`src/rtl/prll_bs_pkg.sv`:
```
// Shared constants and helpers for the parallel-bus driver agent.
package prll_bs_pkg;

    localparam int ID_BITS  = 8;
    localparam int MAX_BITS = 64;
    localparam logic [ID_BITS-1:0] BROADCAST = {ID_BITS{1'b1}};

    // Destination field lives in the top fld_bits of a pkt_bits-wide packet.
    function automatic logic [MAX_BITS-1:0] dest_of(input logic [MAX_BITS-1:0] pkt,
                                                    input int pkt_bits,
                                                    input int fld_bits);
        logic [MAX_BITS-1:0] mask;
        mask = (MAX_BITS'(1) << fld_bits) - MAX_BITS'(1);
        return (pkt >> (pkt_bits - fld_bits)) & mask;
    endfunction

endpackage

```
`src/rtl/prll_bs_sync_fifo.sv`:
```
// First-word-fall-through synchronous FIFO; a write while full is accepted
// when a read retires the head in the same cycle.
module prll_bs_sync_fifo
    import prll_bs_pkg::*;
#(
    parameter int bits  = 32,
    parameter int depth = 16
) (
    input  logic                       clk,
    input  logic                       reset,
    input  logic                       wr,
    input  logic                       rd,
    input  logic [bits-1:0]            din,
    output logic [bits-1:0]            dout,
    output logic [$clog2(depth+1)-1:0] count,
    output logic                       full,
    output logic                       empty
);

    localparam int AW = $clog2(depth);
    localparam int CW = $clog2(depth+1);

    logic [AW-1:0]   wr_ptr_q, wr_ptr_d;
    logic [AW-1:0]   rd_ptr_q, rd_ptr_d;
    logic [CW-1:0]   cnt_q, cnt_d;
    logic [bits-1:0] mem_q [depth];
    logic            wr_en, rd_en;

    assign empty = (cnt_q == '0);
    assign full  = (cnt_q == CW'(depth));
    assign count = cnt_q;
    assign dout  = empty ? '0 : mem_q[rd_ptr_q];

    assign rd_en = rd && !empty;
    assign wr_en = wr && (!full || rd_en);

    always_comb begin
        wr_ptr_d = wr_ptr_q;
        rd_ptr_d = rd_ptr_q;
        cnt_d    = cnt_q;
        if (wr_en) wr_ptr_d = wr_ptr_q + 1'b1;
        if (rd_en) rd_ptr_d = rd_ptr_q + 1'b1;
        case ({wr_en, rd_en})
            2'b10:   cnt_d = cnt_q + 1'b1;
            2'b01:   cnt_d = cnt_q - 1'b1;
            default: cnt_d = cnt_q;
        endcase
    end

    always_ff @(posedge clk or posedge reset) begin
        if (reset) begin
            wr_ptr_q <= '0;
            rd_ptr_q <= '0;
            cnt_q    <= '0;
        end else begin
            wr_ptr_q <= wr_ptr_d;
            rd_ptr_q <= rd_ptr_d;
            cnt_q    <= cnt_d;
        end
    end

    // Storage needs no reset: dout is masked by the occupancy count.
    always_ff @(posedge clk) begin
        if (wr_en) mem_q[wr_ptr_q] <= din;
    end

endmodule

```
`src/rtl/prll_bs_drvr_agent.sv`:
```
// Driver-side endpoint of the parallel-bus arbiter: TX FIFO toward the
// arbiter, destination-filtered RX FIFO from it, and sticky host status.
module prll_bs_drvr_agent
    import prll_bs_pkg::*;
#(
    parameter int                 bits      = 32,
    parameter int                 id_bits   = ID_BITS,
    parameter logic [id_bits-1:0] drvr_id   = '0,
    parameter logic [id_bits-1:0] broadcast = id_bits'(BROADCAST),
    parameter int                 depth     = 16
) (
    input  logic                       clk,
    input  logic                       reset,
    input  logic                       tx_wr,
    input  logic [bits-1:0]            tx_data,
    output logic                       tx_full,
    output logic                       pndng,
    input  logic                       pop,
    output logic [bits-1:0]            D_pop,
    input  logic                       push,
    input  logic [bits-1:0]            D_push,
    input  logic                       rx_rd,
    output logic [bits-1:0]            rx_data,
    output logic                       rx_empty,
    output logic [$clog2(depth+1)-1:0] rx_count,
    input  logic                       sts_clr,
    output logic                       tx_ovf,
    output logic                       rx_ovf,
    output logic [7:0]                 rx_misroute
);

    localparam int CW = $clog2(depth+1);

    logic [CW-1:0]      tx_count;
    logic               tx_empty;
    logic               rx_full;
    logic [id_bits-1:0] dest;
    logic               dest_hit;
    logic               rx_wr;
    logic               tx_drop, rx_drop, mis_evt;
    logic               unused_tx_count;

    logic       tx_ovf_q, tx_ovf_d;
    logic       rx_ovf_q, rx_ovf_d;
    logic [7:0] mis_q, mis_d;

    prll_bs_sync_fifo #(.bits(bits), .depth(depth)) u_tx_fifo (
        .clk   (clk),
        .reset (reset),
        .wr    (tx_wr),
        .rd    (pop),
        .din   (tx_data),
        .dout  (D_pop),
        .count (tx_count),
        .full  (tx_full),
        .empty (tx_empty)
    );

    prll_bs_sync_fifo #(.bits(bits), .depth(depth)) u_rx_fifo (
        .clk   (clk),
        .reset (reset),
        .wr    (rx_wr),
        .rd    (rx_rd),
        .din   (D_push),
        .dout  (rx_data),
        .count (rx_count),
        .full  (rx_full),
        .empty (rx_empty)
    );

    assign unused_tx_count = &{1'b0, tx_count};
    assign pndng           = !tx_empty;

    assign dest     = id_bits'(dest_of(MAX_BITS'(D_push), bits, id_bits));
    assign dest_hit = (dest == drvr_id) || (dest == broadcast);
    assign rx_wr    = push && dest_hit;

    // A full FIFO still takes the word when the same cycle frees a slot.
    assign tx_drop = tx_wr && tx_full && !pop;
    assign rx_drop = rx_wr && rx_full && !rx_rd;
    assign mis_evt = push && !dest_hit;

    always_comb begin
        tx_ovf_d = tx_ovf_q;
        rx_ovf_d = rx_ovf_q;
        mis_d    = mis_q;
        if (sts_clr) begin
            tx_ovf_d = 1'b0;
            rx_ovf_d = 1'b0;
            mis_d    = '0;
        end
        // Errors take precedence over a coincident clear.
        if (tx_drop) tx_ovf_d = 1'b1;
        if (rx_drop) rx_ovf_d = 1'b1;
        if (mis_evt) begin
            if (sts_clr)               mis_d = 8'd1;
            else if (mis_q != 8'hFF)   mis_d = mis_q + 8'd1;
        end
    end

    always_ff @(posedge clk or posedge reset) begin
        if (reset) begin
            tx_ovf_q <= 1'b0;
            rx_ovf_q <= 1'b0;
            mis_q    <= '0;
        end else begin
            tx_ovf_q <= tx_ovf_d;
            rx_ovf_q <= rx_ovf_d;
            mis_q    <= mis_d;
        end
    end

    assign tx_ovf      = tx_ovf_q;
    assign rx_ovf      = rx_ovf_q;
    assign rx_misroute = mis_q;

endmodule

```
`config.mk`:
```
export PLATFORM = sky130hd
export DESIGN_NAME = prll_bs_drvr_agent
export DESIGN_NICKNAME = d
export VERILOG_FILES = /design/src/rtl/prll_bs_pkg.sv /design/src/rtl/prll_bs_sync_fifo.sv /design/src/rtl/prll_bs_drvr_agent.sv
export SDC_FILE = /design/constraint.sdc
export NUM_CORES = 1
export LEC_CHECK = 0
export CAP_MARGIN = 20
export CORE_ASPECT_RATIO = 1.2
export CORE_MARGIN = 1.5
export CORE_UTILIZATION = 35
export CTS_BUF_LIST = sky130_fd_sc_hd__clkbuf_4 sky130_fd_sc_hd__clkbuf_8
export DETAILED_ROUTE_END_ITERATION = 6
export GPL_ROUTABILITY_DRIVEN = 1
export PLACE_DENSITY = 0.47
export REMOVE_ABC_BUFFERS = 1
export SYNTH_ARGS = -nofsm -noshare
export SYNTH_HDL_FRONTEND = slang
export SYNTH_SLANG_ARGS = --single-unit
```
`constraint.sdc`:
```
create_clock -name clk -period 8 [get_ports clk]
set_input_delay 1.6 -clock clk [delete_from_list [all_inputs] [get_ports clk]]
set_output_delay 1.6 -clock clk [all_outputs]
set_load 0.01 [all_outputs]
```
# After elaboration in Yosys (flattened, before gate mapping)
# Memories as Yosys holds them, arrays and structs flattened.
# Index checks and enable logic that the tools add are counted.
[totals] ff_bits=36 ramBits=1024 in_bits=71 output_inout_bits=82 mem_count=2
[op_classes] add_sub_neg=9 n_eq_ne=8 muxes=15 reduce_logical=27
[mem_list] name="u_rx_fifo.mem_q" words=16 width=32 read_ports=1 rd_clocked_by_memory_dff=0 write_ports=1 line="prll_bs_sync_fifo.sv:26" text="logic [bits-1:0] mem_q [depth];"
[mem_list] name="u_tx_fifo.mem_q" words=16 width=32 read_ports=1 rd_clocked_by_memory_dff=0 write_ports=1 line="prll_bs_sync_fifo.sv:26"
[op_table] op="32-bit two-way mux" count=2
[op_table] op="8-bit two-way mux" count=4
[op_table] op="5-bit one-hot mux with 2 select lines" count=2
[op_table] op="4-bit by 1-bit adder with 4-bit output (second input constant)" count=4
[op_table] op="5-bit by 1-bit adder with 5-bit output (second input constant)" count=2
[op_table] op="5-bit equality test (second input constant)" count=2
[op_table] op="1-bit logical AND" count=10
[op_table] op="5-bit logical NOT" count=2
[op_table] op="5-bit by 1-bit subtractor with 5-bit output (second input constant)" count=2
[op_table] op="8-bit by 1-bit adder with 8-bit output (second input constant)" count=1
[op_table] op="8-bit equality test (second input constant)" count=1
[op_table] op="8-bit logical NOT" count=1
[op_table] op="8-bit inequality test (second input constant)" count=1
[op_table] op="2-bit nonzero test" count=4
[op_table] op="1-bit logical NOT" count=7
[op_table] op="1-bit two-way mux" count=7
[op_table] op="2-bit by 1-bit equality test with 1-bit output (second input constant)" count=2
[op_table] op="2-bit equality test (second input constant)" count=2
[op_table] op="1-bit logical OR" count=3

# Depth between registers and ports, before layout
# Gate-level depths: netlist of the first run.
[depth] word_depth=7 depth_mapped=14 mapped_depth_nobuf=12

# Hierarchy
# Synthesis of the first run repeated with hierarchy kept, for this count alone.
[hier_totals] hier_cells=1845 hier_area_um2=41162.0
[modules_own_cells] module="prll_bs_sync_fifo" instances=2 cells_per_inst=890 area_per_inst_um2=20282.0 seq_area_each_um2=15700.1
[modules_own_cells] module="prll_bs_drvr_agent" instances=1 cells_per_inst=65 area_per_inst_um2=598.1 seq_area_each_um2=250.2

# Worst setup path before layout of the first run
# OpenSTA, ideal clock, no wires.
[synth_path] path_type="input -> register" startpoint="in D_push[24]" endpoint="mem u_rx_fifo.mem_q[3][0] (enable)" setup_time_ps=461 t_arrival_ps=4779 required_ps=7539 path_slack_ps=2760 stages=6 cell_sequence="nor4_1 > nand2_1 > a221oi_2 > clkbuf_2 > nand2_1 > nor3_1"
[synth_via] elab_chain_len=6 word_cells_on_any_way=7 cone_classes="eq/ne: 1; mux: 2; reduce/logical: 4"
[synth_rtl] element="from (decl)" line="prll_bs_drvr_agent.sv:21" text="input logic [bits-1:0] D_push,"
[synth_rtl] element="8-bit equality test / 8-bit logical NOT (equally long branches)" line="prll_bs_drvr_agent.sv:75" text="assign dest_hit = (dest == drvr_id) || (dest == broadcast);"
[synth_rtl] element="1-bit logical OR (*)" line="prll_bs_drvr_agent.sv:75"
[synth_rtl] element="1-bit logical AND (*)" line="prll_bs_drvr_agent.sv:76" text="assign rx_wr = push && dest_hit;"
[synth_rtl] element="1-bit logical AND (*)" line="prll_bs_sync_fifo.sv:35" text="assign wr_en = wr && (!full || rd_en);"
[synth_rtl] element="1-bit two-way mux (*)" line="prll_bs_sync_fifo.sv:64" text="if (wr_en) mem_q[wr_ptr_q] <= din;"
[synth_rtl] element="1-bit two-way mux (implied by the code) (*)" line="prll_bs_sync_fifo.sv:64"
[synth_rtl] element="to (decl)" line="prll_bs_sync_fifo.sv:26"
# Every way passes the cells marked *; elsewhere a longest branch is shown, timed or not.

# Worst setup path in the final report of the first run
[layout_path] startpoint="reg u_rx_fifo.rd_ptr_q[0]" endpoint="out rx_data[12]"
[layout_via] elab_chain_len=2
[layout_rtl] element="from (decl)" line="prll_bs_sync_fifo.sv:24" text="logic [AW-1:0] rd_ptr_q, rd_ptr_d;"
[layout_rtl] element="from (signal assigned)" line="prll_bs_sync_fifo.sv:57" text="rd_ptr_q <= rd_ptr_d;"
[layout_rtl] element="memory 16 x 32 bit"
[layout_rtl] element="32-bit two-way mux" line="prll_bs_sync_fifo.sv:32" text="assign dout = empty ? '0 : mem_q[rd_ptr_q];"
[layout_rtl] element="to (decl)" line="prll_bs_drvr_agent.sv:23" text="output logic [bits-1:0] rx_data,"
# No other way between the ends.

==> results of run 1 <==
-- path summary, 6_finish.rpt --
check | endpoint | slack [ns] | depth (start not counted)
max | rx_data[12] | 2.25 | 5
min | u_tx_fifo.count[4] | 0.48 | 1
max reg2reg | u_rx_fifo.count[4] | 4.59 | 11
min reg2reg | u_tx_fifo.count[4] | 0.48 | 1
max in group asynchronous | u_rx_fifo.rd_ptr_q[0] | 6.41 | 3
min in group asynchronous | u_tx_fifo.count[4] | 1.19 | 3
-- final cells by class --
type / instances / share of cell area (%)
inverter: 12 / 0.0943
clock buffer: 239 / 6.05
multi-input combinational: 640 / 18.6
tap: 1529 / 4.00
antenna: 2 / 0.0105
timing repair buffer: 196 / 3.95
clock inverter: 71 / 0.987
sequential: 1060 / 66.3
-- power by group through the flow --
stage | sequential (mW) | clock (mW) | combinational (mW)
2_1_floorplan | 7.22 | 0 | 2.97
3_3_place_gp | 6.93 | 0 | 4.88
3_5_place_dp | 6.94 | 0 | 4.89
4_1_cts | 6.83 | 4.75 | 4.91
5_1_grt | 6.86 | 4.97 | 5.12
6_report | 6.82 | 4.59 | 4.74
-- logic make-up (layout without fill, tap and decap cells) --
logic type	Yosys count	count (layout)	share of synthesized area, %
mux	390	390	17.4
simple gates	104	104	1.50
buf+inv	109	518	1.31
xor+xnor	25	25	0.534
fa+ha+maj	18	18	0.549
other cells	0	2	0
flops	1060	1060	77.1
compound gates	103	103	1.61
-- worst max-delay path: stages (launching register included) --
cell	delay, ns
dfrtp_4	1.07
buf_4	0.66
mux4_2	0.57
mux2i_1	0.18
o22ai_1	0.22
clkdlybuf4s50_1	0.58
-- placed cells by master (no fill, tap or decap), drive strengths merged, types with 36 or more instances in the layout --
| cell type | netlist | layout |
|---|---|---|
| clkbuf | 24 | 239 |
| mux2i | 128 | 128 |
| clkdlybuf4s50 | 0 | 152 |
| buf | 73 | 44 |
| edfxtp | 1024 | 1024 |
| dfrtp | 36 | 36 |
| clkinv | 0 | 54 |
| mux4 | 256 | 256 |
| o22ai | 65 | 65 |
-- state kept, by name, summed over array words and instances (netlist names), 5 cells and up --
signal           count
u_rx_fifo.mem_q    512
rx_misroute          8
u_tx_fifo.mem_q    512
u_rx_fifo.count      5
u_tx_fifo.count      5
-- per-stage QoR --
stage	util [%]	hold WS, ns	cell area [sq um]	total power [mW]
3_5_place_dp	38.2	0.475	44400	11.8
5_1_grt	41.1	0.515	47800	16.9
4_1_cts	41.1	0.487	47800	16.5
6_report	41.1	0.483	47800	16.1
3_3_place_gp	38.2	0.472	44400	11.8
2_1_floorplan	-	0.454	40500	10.2
-- layer usage --
layer	up-vias	routed length (um)	part of all wire [%]	global-route usage (%)
met5	-	47	0.049	0
met4	8	2350	2.4	5.34
met3	178	4900	5.1	4.15
met2	467	51600	54	29.7
met1	10200	37200	39	18.8
li1	8243	-	-	-
-- synthesized netlist by cell type, drive strengths merged, types with 9 or more instances --
cell type and n:
and2 19, xnor2 13, xor2 12, and3 21
nand2 16, edfxtp 1024, inv 12, mux2i 128
nand4 9, buf 73, o22ai 65, o21ai 12
ha 18, dfrtp 36, mux4 256, clkbuf 24
==> run_results.csv, run 1 <==
group,metric,value,unit
clock_network,clk_path_buf_depth,3,
sta,tightest_slew,1.16,ns
power,powerDensity,338,nW/um^2
logic_synthesis,synthTopCellsByArea,"edfxtp_1 (75%), mux4_2 (14%), mux2i_1 (3.1%)",
critical_path,path_max_fanout,45,
critical_path,endpoint_kind,"output pin",
drt,vias,19100,
sta,fin_setup_tns,0,ns
critical_path,worstPathRequired,6.40,ns
floorplan,die_y,378,um
finish,nNetsFinal,2171,
power,p_int,11.3,mW
clock_network,clock_sinks,1060,
drt,drt_iter0_drc,1082,
power,net-switching-power,4.88,mW
drt,post-route-drc-count,0,
finish,stdcell_count,3749,
place,dpl.hpwl,48600,um
clock_network,cts_resized,0,
sta,drv_slew,0,
clock_network,ctsHoldBuffers,0,
drt,ant_nets,0,
finish,fill_cells,10300,
sta,period_needed,5.75,ns
critical_path,timing.rr.start,"u_rx_fifo.count[2]",
place,dp_cells,3437,
drt,firstDrtPassIters,5,
critical_path,arrival,4.15,ns
floorplan,start_util,35.3,%
clock_network,clock_latency,0.85,ns
power,irDropWorstVdd,329,uV
finish,layout-drive-gt1-share,28.1,%
logic_synthesis,syn_inst,1809,
clock_network,cts_max_level,4,
sta,setup_viol,0,
logic_synthesis,synth_warnings,0,
critical_path,start_kind,"flip-flop",
place,place_congestion,0.712,
place,portBuffers,152,
power,power.leakage,15.4,nW
clock_network,numCtsBuffers,172,
logic_synthesis,synth_top_area_share,75.0,%
clock_network,cts_tree,"built",
job,maxCapViolCount,0,
sta,hold_viol_final,0,
drt,drt_wl_total,96200,um
sta,rsz0062_at_grt,"no",
grt,grt_max_degree,132,
grt,grt_overflow,0,
power,combPwrFrac,29.4,%
logic_synthesis,synth_ff_type,"edfxtp_1",
outcome,run_status,"finished clean",
logic_synthesis,synth_cell_types,53,
grt,antenna_found_initial,7,
sta,skew,0.0329,ns
logic_synthesis,synth_seq_area_share,77.1,%
logic_synthesis,synth-edff-count,1024,
finish,regArea,31700,sq um
hold_path,holdCritStartpoint,"u_tx_fifo.count[4]",
sta,setup_slack,2.25,ns
logic_synthesis,async_flop_share,3.40,%
finish,syn_to_final_growth,16.5,%
floorplan,num_rows,137,
finish,multi_input_area,8890,sq um
drt,avgViaCountPerCell,5.09,
sta,max_freq,174,MHz
logic_synthesis,avgSynthCellArea,22.7,sq um
clock_network,path_clk_slew,0.07,ns
hold_path,hp-class,"reg2reg",
logic_synthesis,ys_ff_latch,1060,
sta,relSlewSlack,22.5,%
grt,grtUsageTotal,16.4,%
critical_path,crit_path_start,"u_rx_fifo.rd_ptr_q[0]",
floorplan,core,116000,sq um
drt,wl_per_cell,25.7,um
floorplan,die_x,316,um
power,switching_share,30.2,%
power,share_seq_of_total_power,42.2,%
clock_network,clock-root-buffer,"clkbuf_8",
place,place_ws,2.25,ns
sta,period_share,71.9,%
logic_synthesis,synth_area,41000,sq um
floorplan,ios,153,
grt,grt_pass1_vias,21000,
logic_synthesis,synth.largest_area_cell,"edfxtp_1",
floorplan,dieArea,119000,sq um
grt,grt_pass1_wl,140000,um
power,clkPwrFrac,28.4,%
critical_path,critPathKind,"reg2out",
clock_network,cts_setup_buffers,0,
(Power assumes the default switching activity.)
==> inputs of run 2 (changes only) <==
--- a/config.mk
+++ b/config.mk
@@ -12,7 +12,7 @@
 export CTS_BUF_LIST = sky130_fd_sc_hd__clkbuf_4 sky130_fd_sc_hd__clkbuf_8
 export DETAILED_ROUTE_END_ITERATION = 6
 export GPL_ROUTABILITY_DRIVEN = 1
-export PLACE_DENSITY = 0.47
+export PLACE_DENSITY = 0.48
 export REMOVE_ABC_BUFFERS = 1
 export SYNTH_ARGS = -nofsm -noshare
 export SYNTH_HDL_FRONTEND = slang
==> constraint.sdc (replaced) <==
create_clock -name clk -period 5.2 [get_ports clk]
set_input_delay 1.04 -clock clk [delete_from_list [all_inputs] [get_ports clk]]
set_output_delay 1.04 -clock clk [all_outputs]
set_load 0.01 [all_outputs]
==> run_results.csv, run 2 (synthesized netlist as in run 1, its figures left out) <==
group,metric,value,unit
floorplan,die_y,378,um
sta,skew,0.0595,ns
clock_network,clock_latency,0.87,ns
sta,fin_setup_tns,0,ns
drt,vias,19200,
critical_path,timing.rr.start,"u_tx_fifo.count[1]",
critical_path,arrival,3.73,ns
grt,grt_max_degree,66,
drt,post-route-drc-count,0,
critical_path,reg2reg_depth,11,
place,dpl.hpwl,53200,um
drt,wl_per_cell,25.4,um
power,power.leakage,15.5,nW
drt,drt_iter0_drc,1293,
finish,nNetsFinal,2190,
clock_network,ctsHoldBuffers,0,
floorplan,num_rows,137,
critical_path,rr_endpoint,"u_tx_fifo.count[4]",
critical_path,reg2reg_slack,2.16,ns
sta,setup_viol,0,
drt,avgViaCountPerCell,5.10,
sta,period_share,91.7,%
floorplan,start_util,35.3,%
job,maxCapViolCount,0,
critical_path,worstPathRequired,4.16,ns
grt,antenna_found_initial,9,
clock_network,clock_sinks,1060,
floorplan,core,116000,sq um
sta,period_needed,4.77,ns
sta,setup_slack,0.430,ns
floorplan,ios,153,
critical_path,crit_path_start,"u_rx_fifo.count[0]",
critical_path,critPathKind,"reg2out",
grt,grt_pass1_vias,20800,
outcome,run_status,"finished clean",
hold_path,hp-class,"reg2reg",
floorplan,dieArea,119000,sq um
sta,whs,0.484,ns
clock_network,cts_setup_buffers,0,
place,portBuffers,152,
grt,grt_pass1_wl,140000,um
critical_path,endpoint_kind,"output pin",
finish,layout_commonest_cell,"edfxtp_1",
place,place_area,44700,sq um
clock_network,cts_resized,0,
place,place_ws,0.558,ns
clock_network,cts_max_level,4,
grt,grtUsageTotal,16.3,%
place,place_congestion,0.720,
sta,drv_slew,0,
floorplan,die_x,316,um
drt,ant_nets,0,
drt,firstDrtPassIters,4,
sta,hold_viol_final,0,
finish,fill_cells,10200,
critical_path,start_kind,"flip-flop",
finish,layout_common_cells,"edfxtp_1 (1,024), mux4_2 (256), clkbuf_8 (176), clkdlybuf4s50_1 (152), mux2i_1 (128)",
finish,finalInstanceArea,48000,sq um
clock_network,path_clk_slew,0.06,ns
drt,drt_wl_total,95800,um
sta,relSlewSlack,24.9,%
sta,max_freq,210,MHz
clock_network,numCtsBuffers,173,
sta,rsz0062_at_grt,"no",
power,irDropWorstVdd,296,uV
finish,layout-drive-gt1-share,28.8,%
finish,fin_util,41.3,%
sta,tightest_slew,1.13,ns
clock_network,cts_tree,"built",
finish,syn_to_final_growth,17.1,%
clock_network,clock-root-buffer,"clkbuf_8",
power,powerDensity,519,nW/um^2
grt,grt_overflow,0,
clock_network,clk_path_buf_depth,3,
critical_path,path_max_fanout,32,
critical_path,crit_end,"rx_data[14]",
[run 2: cell types whose count changed in the layout (fill, tap and decap cells not counted)]
cell and delta:
buf_12 +16, buf_4 +2, bufinv_16 -3, clkbuf_4 +5, clkbuf_8 +1, clkinv_1 -5, clkinv_2 -1, clkinv_8 +2
clkinvlp_4 -1, inv_12 -2
[run 2: area by class of cell]
type                    instances  area (sq um)  area share [%]
flip-flops and latches       1060         31700            65.9
diodes                          2          5.00          0.0104
well taps                    1529          1910            3.98
clock inverters                61           350           0.729
repair buffers                214          2220            4.63
clock buffers                 245          2940            6.12
inverters                      12          45.0          0.0938
multi-input cells             640          8890            18.5
[run 2: routing by layer]
layer,vias up,GRT usage [%],wire (um)
met1,10300,20.3,39800
li1,8273,-,-
met2,443,27.9,49300
met3,167,3.81,4660
met5,-,0,80
met4,12,4.98,1960
[run 2: critical path: stages (launching register included)]
cell and delay (ns):
dfrtp_1 0.47, or4_4 0.61, nor2_4 0.13, or2_2 0.74, o22ai_1 0.29, clkdlybuf4s50_1 0.57
[run 2: worst min-delay path by stage]
stage | start | to | cells past startpoint
final | u_tx_fifo.count[4] | u_tx_fifo.count[4] | 1
after global routing | u_tx_fifo.count[4] | u_tx_fifo.count[4] | 1
after CTS | u_tx_fifo.count[4] | u_tx_fifo.count[4] | 1
after detailed placement | u_tx_fifo.count[4] | u_tx_fifo.count[4] | 1
after global placement | u_tx_fifo.count[4] | u_tx_fifo.count[4] | 1
after floorplan | u_tx_fifo.count[4] | u_tx_fifo.count[4] | 1
[run 2: where the power goes]
group / switching, mW / internal (mW)
clock: 3.26 / 3.66
combinational: 3.75 / 3.80
sequential: 0.560 / 9.89
total: 7.57 / 17.3
[run 2: stage by stage]
stage	instances	total power, mW
6_report	3763	24.9
5_1_grt	3763	26.1
4_1_cts	3761	25.4
3_5_place_dp	3455	18.4
3_3_place_gp	3455	18.4
2_1_floorplan	1712	15.7
==> inputs of run 3 (changes only) <==
--- a/config.mk
+++ b/config.mk
@@ -10,6 +10,7 @@
 export CORE_MARGIN = 1.5
 export CORE_UTILIZATION = 35
 export CTS_BUF_LIST = sky130_fd_sc_hd__clkbuf_4 sky130_fd_sc_hd__clkbuf_8
+export CTS_CLUSTER_SIZE = 14
 export DETAILED_ROUTE_END_ITERATION = 6
 export GPL_ROUTABILITY_DRIVEN = 1
 export PLACE_DENSITY = 0.48
==> results of run 3 <==
No change in the layout: final DEF, timing and power equal those of run 2.
